`config.mk`:
```
export PLATFORM = sky130hd
export DESIGN_NAME = sequence_pattern_tx
export DESIGN_NICKNAME = d
export VERILOG_FILES = /design/src/rtl/sequence_pattern_tx.sv
export SDC_FILE = /design/constraint.sdc
export NUM_CORES = 1
export LEC_CHECK = 0
export ABC_AREA = 1
export ABC_CLOCK_PERIOD_IN_PS = 2580
export CAP_MARGIN = 20
export CORE_MARGIN = 5
export CORE_UTILIZATION = 35
export DETAILED_ROUTE_END_ITERATION = 8
export PLACE_DENSITY = 0.58
export SLEW_MARGIN = 20
export SYNTH_ARGS = -nofsm -noshare
export SYNTH_HDL_FRONTEND = slang
export SYNTH_SLANG_ARGS = --single-unit
```
`constraint.sdc`:
```
create_clock -name clk -period 2.58 [get_ports clk]
set_input_delay 0.516 -clock clk [delete_from_list [all_inputs] [get_ports clk]]
set_output_delay 0.516 -clock clk [all_outputs]
set_load 0.03 [all_outputs]
```
`src/rtl/sequence_pattern_tx.sv`:
```
// ============================================================================
// Module      : sequence_pattern_tx
// Description : Serial pattern transmitter. Sends a latched PAT_W-bit pattern
//               MSB first, repeated a programmable number of times with idle
//               gaps between repetitions, with bit-advance enable, abort and
//               a one-cycle completion pulse. All outputs are registered.
// Revision    : 1.0 - initial release
// ============================================================================
`default_nettype none

module sequence_pattern_tx #(
   parameter int               PAT_W       = 6,
   parameter logic [PAT_W-1:0] DEF_PATTERN = 6'b010110,
   parameter int               GAP_CYCLES  = 2
) (
   input  logic             clk,
   input  logic             reset,        // asynchronous, active low
   input  logic             start,
   input  logic             use_default,
   input  logic [PAT_W-1:0] pattern_in,
   input  logic [3:0]       repeat_cnt,
   input  logic             tx_en,
   input  logic             abort,
   output logic             x,
   output logic             valid,
   output logic             busy,
   output logic             done,
   output logic [2:0]       state
);

   localparam int               IDX_W      = (PAT_W > 1) ? $clog2(PAT_W) : 1;
   localparam logic [IDX_W-1:0] c_LAST_IDX = IDX_W'(PAT_W - 1);
   localparam logic [3:0]       c_GAP_LAST = (GAP_CYCLES > 0) ? 4'(GAP_CYCLES - 1) : 4'd0;
   localparam bit               c_NO_GAP   = (GAP_CYCLES == 0);

   typedef enum logic [2:0] {
      S_IDLE = 3'b000,
      S_SEND = 3'b001,
      S_GAP  = 3'b010,
      S_DONE = 3'b011
   } state_e;

   state_e             state_q, state_d;
   logic [PAT_W-1:0]   pat_q, pat_d;        // pattern latched at start
   logic [PAT_W-1:0]   sh_q, sh_d;          // shift register, MSB is next x
   logic [IDX_W-1:0]   bit_idx_q, bit_idx_d;
   logic [3:0]         reps_left_q, reps_left_d;
   logic [3:0]         gap_q, gap_d;
   logic               x_q, x_d;
   logic               valid_q, valid_d;
   logic               busy_q, busy_d;
   logic               done_q, done_d;

   logic [PAT_W-1:0]   w_start_pat;

   assign w_start_pat = use_default ? DEF_PATTERN : pattern_in;

   // Next-state and next-output logic; outputs are computed one cycle ahead
   // so that x/valid/busy/done come straight from flops.
   always_comb begin
      state_d     = state_q;
      pat_d       = pat_q;
      sh_d        = sh_q;
      bit_idx_d   = bit_idx_q;
      reps_left_d = reps_left_q;
      gap_d       = gap_q;
      x_d         = 1'b0;
      valid_d     = 1'b0;
      busy_d      = 1'b0;
      done_d      = 1'b0;

      case (state_q)
         S_IDLE: begin
            // A simultaneous abort cancels the request before it is taken.
            if (start && !abort) begin
               state_d     = S_SEND;
               pat_d       = w_start_pat;
               sh_d        = w_start_pat;
               bit_idx_d   = '0;
               reps_left_d = (repeat_cnt == 4'd0) ? 4'd1 : repeat_cnt;
               gap_d       = 4'd0;
               x_d         = w_start_pat[PAT_W-1];
               valid_d     = 1'b1;
               busy_d      = 1'b1;
            end
         end

         S_SEND: begin
            if (abort) begin
               state_d     = S_IDLE;
               bit_idx_d   = '0;
               reps_left_d = 4'd0;
            end else if (!tx_en) begin
               // Stall: hold the bit currently on the line.
               x_d     = x_q;
               valid_d = valid_q;
               busy_d  = 1'b1;
            end else if (bit_idx_q == c_LAST_IDX) begin
               busy_d = 1'b1;
               if (reps_left_q > 4'd1) begin
                  reps_left_d = reps_left_q - 4'd1;
                  if (c_NO_GAP) begin
                     // No idle gap: reload and start the next repetition now.
                     sh_d      = pat_q;
                     bit_idx_d = '0;
                     x_d       = pat_q[PAT_W-1];
                     valid_d   = 1'b1;
                  end else begin
                     state_d = S_GAP;
                     gap_d   = 4'd0;
                  end
               end else begin
                  state_d = S_DONE;
                  done_d  = 1'b1;
               end
            end else begin
               bit_idx_d = bit_idx_q + IDX_W'(1);
               sh_d      = {sh_q[PAT_W-2:0], 1'b0};
               x_d       = sh_q[PAT_W-2];
               valid_d   = 1'b1;
               busy_d    = 1'b1;
            end
         end

         S_GAP: begin
            if (abort) begin
               state_d     = S_IDLE;
               bit_idx_d   = '0;
               reps_left_d = 4'd0;
               gap_d       = 4'd0;
            end else begin
               busy_d = 1'b1;
               // Gap time only elapses on enabled bit-times.
               if (tx_en) begin
                  if (gap_q == c_GAP_LAST) begin
                     state_d   = S_SEND;
                     sh_d      = pat_q;
                     bit_idx_d = '0;
                     gap_d     = 4'd0;
                     x_d       = pat_q[PAT_W-1];
                     valid_d   = 1'b1;
                  end else begin
                     gap_d = gap_q + 4'd1;
                  end
               end
            end
         end

         S_DONE: begin
            state_d     = S_IDLE;
            bit_idx_d   = '0;
            reps_left_d = 4'd0;
         end

         default: begin
            // Illegal encodings fall back to IDLE on the next edge.
            state_d     = S_IDLE;
            bit_idx_d   = '0;
            reps_left_d = 4'd0;
            gap_d       = 4'd0;
         end
      endcase
   end

   // State and output registers with asynchronous active-low clear.
   always_ff @(posedge clk or negedge reset) begin
      if (!reset) begin
         state_q     <= S_IDLE;
         pat_q       <= '0;
         sh_q        <= '0;
         bit_idx_q   <= '0;
         reps_left_q <= 4'd0;
         gap_q       <= 4'd0;
         x_q         <= 1'b0;
         valid_q     <= 1'b0;
         busy_q      <= 1'b0;
         done_q      <= 1'b0;
      end else begin
         state_q     <= state_d;
         pat_q       <= pat_d;
         sh_q        <= sh_d;
         bit_idx_q   <= bit_idx_d;
         reps_left_q <= reps_left_d;
         gap_q       <= gap_d;
         x_q         <= x_d;
         valid_q     <= valid_d;
         busy_q      <= busy_d;
         done_q      <= done_d;
      end
   end

   assign x     = x_q;
   assign valid = valid_q;
   assign busy  = busy_q;
   assign done  = done_q;
   assign state = state_q;

endmodule

`default_nettype wire

```
==> qor.txt <==
post-synth top area share: 0.374
Starting Density: 0.364
# hold bufs at CTS: 0
worst skew pair latency: 280 ps
die height: 83.1 um
CTS H-tree depth: 1
Setup violations, final: 0
Worst slew margin: 0.641
I/O pin total: 23
violation count after the first detailed-route iteration: 91
Clk network pwr share: 0.160
cell taking the most area after synthesis: dfrtp_1
largest fanout on the critical path: 13
Sw Ratio: 0.456
design area: 2230 um^2
Max Cap Viol: 0
FP Rows: 26
post-synthesis sequential area ratio: 0.374
DRT antenna net count: 0
Avg WL per Cell: 11.9 um
fraction of registers with async set/reset: 1.00
clk slew on worst S/H paths: 100 ps
Crit path required time: 2800 ps
root buf cell: clkbuf_8
Synth Instances: 259
Tmin final: 1990 ps
worst reg2reg path depth: 10
Final Cycle Share: 0.773
largest net degree at the start of global routing: 29
placed insts: 348
Post-Route Skew: 5.29 ps
Critical Path AT: 2220 ps
CP top delay family: simple AND/OR/NAND/NOR gates
port buffer count: 21
GRT Total Usage: 0.125
Worst path slowest cell: ha_1
main area contributors after synthesis: dfrtp_1 (37%), nand2_1 (16%), nand3_1 (10%), ha_1 (7.4%), inv_1 (5.8%)
ANT cells: 0
number of synthesized flops with an enable pin: 0
Routed WL: 4.19 mm
CTS tree: done
Min-Delay Path Depth: 2
Crit. End Element: register
Comb pwr share: 0.524
CP peak stage delay: 500 ps
synthesized flop and latch total: 28
Post-Syn Nets: 286
post_cts resized: 0
initial antenna violation count: 0
FF/Latch Area: 701 um^2
Synth Cell Area: 1870 um^2
area delta synth->final: 19.1%
Crit path top cell by count: nand2_1
GPL Wtd Cong: 0.873
Least-Margin Pin Slew: 538 ps
share of layout cells above drive strength 1: 0.113
Critical Path, Cell by Cell: inv_1 > ha_1 > inv_1 > nor2_1 > nand3_1 > nand2_1 > nand2_1 > nand2_2 > nand2_1 > nand2_1
status: finished, final reports clean
dpl hpwl: 3.21 mm
P_leak: 0.00116 uW
vias: 1,667
overall power: 2210 uW
Core Area: 5140 um^2
routed vias/inst: 4.74
Final #Nets: 310
crit path launch type: register
Cell Area, Placed: 2160 um^2
gr ovfl total: 0
TritonRoute pass-1 iters: 4
CTS Buf Count: 3
Int Pwr: 1200 uW
TNS Setup: 0 ps
final hold violations: 0
Buf/Inv on CP: 2
Layout Utilization: 0.434
critical path type: reg2reg
Max clock buf depth: 2
Post-synth top flop: dfrtp_1
non-filler instance count after layout: 352
die area: 6910 um^2
Final Slew Violations: 0
# fillers: 565
Hold Crit Class: reg2reg
area of the multi-input gates: 1010 um^2
die extent in x: 83.1 um
Achievable Freq: 0.502 GHz
vias in the first global route: 1,689
IR drop worst, VDD: 0.562 mV
Yosys warnings: 0
RSZ-0062 raised after global routing: no
CTS Sinks: 28
post-CTS setup buffers: 0
net load switching power: 1010 uW
Crit. path cell count: 10
Mean Syn Cell Area: 7.23 um^2
first-pass GRT wire length: 7.38 mm
Seq pwr share: 0.316
DRC: 0
power per cell area: 992 nW/um^2
Unique masters post-synth: 25
per-layer routing:
metal	wire length, um	share of wire	track usage	vias to the layer above
li1	-	-	-	868
met1	2050	0.49	0.167	757
met2	1920	0.46	0.208	34
met3	148	0.035	0.0188	8
met4	76	0.018	0.0401	0
met5	0	0	0	-
worst register-to-register path, delay by kind of cell (launching register included):
family	cells	cell delay, ps
and+or+nand+nor	7	710
adders and majority gates	1	500
DFF	1	470
buffers and inverters	2	260
cell families (layout without fill, tap and decap cells):
| family | Yosys count | in the layout | synth area share |
|---|---|---|---|
| and+or+nand+nor | 159 | 159 | 0.392 |
| buffers and inverters | 38 | 61 | 0.0836 |
| DFF | 28 | 28 | 0.374 |
| AOI/OAI and AO/OA | 20 | 20 | 0.0655 |
| adders and majority gates | 11 | 11 | 0.0735 |
| xor gates and xnor gates | 2 | 2 | 0.00936 |
| other | 1 | 1 | 0.00200 |
cell usage in the layout, fill, tap and decap left out, types with 2 or more instances in the layout:
cell type and count:
nor3_1 2, clkdlybuf4s50_1 21, a21oi_1 2, clkbuf_8 3
nand3_1 39, nor2_4 3, nand2_1 80, nand4_1 2
buf_4 2, dfrtp_1 28, o211ai_1 3, nor2_2 2
o21ai_0 13, ha_1 11, nand2_2 10, nand2_4 2
inv_2 4, nor2_1 17, nand3_2 2, inv_1 29
final cells by class:
| type | instances | area share |
|---|---|---|
| Clock buffer | 3 | 0.0185 |
| Tap cell | 70 | 0.0393 |
| Sequential cell | 28 | 0.314 |
| Multi-Input combinational cell | 193 | 0.455 |
| Clock inverter | 1 | 0.0135 |
| Inverter | 34 | 0.0584 |
| Timing Repair Buffer | 23 | 0.101 |
cells in the mapped netlist (3+ instances only):
master and n:
o21ai_0 13, nor2_1 17, o211ai_1 3, nand2_1 80
inv_1 29, nand3_1 39, nand2_2 10, dfrtp_1 28
buf_4 3, nor2_4 3, inv_2 4, ha_1 11
flip-flops by register name, summed over array words and instances (netlist names):
signal / count
bit_idx_q: 3
busy: 1
done: 1
gap_q: 4
pat_q: 6
reps_left_q: 4
sh_q: 5
state: 2
valid: 1
x: 1
path summary, 6_finish.rpt:
kind                            slack (ps)  startpoint              to
worst min-delay path                   480     sh_q[0]         sh_q[0]
min in group asynchronous              610       reset  reps_left_q[1]
max in group asynchronous             1680       reset        pat_q[5]
worst max register to register         590    state[1]  reps_left_q[0]
worst min register to register         480     sh_q[0]         sh_q[0]
worst max-delay path                   590    state[1]  reps_left_q[0]
power groups by stage:
stage                     Clock [uW]  Sequential, uW  Combinational (uW)
after floorplan                    0             737                 828
after global placement             0             705                1160
after detailed placement           0             707                1160
after CTS                        366             699                1170
after global routing             377             720                1330
final                            353             699                1160
stage by stage:
stage               hold WS, ps  setup slack (ps)
floorplan                   220               861
global placement            455               534
detailed placement          459               533
CTS                         485               583
global route                501               294
finish                      482               587
No activity file was read; power rests on OpenSTA's default activity.
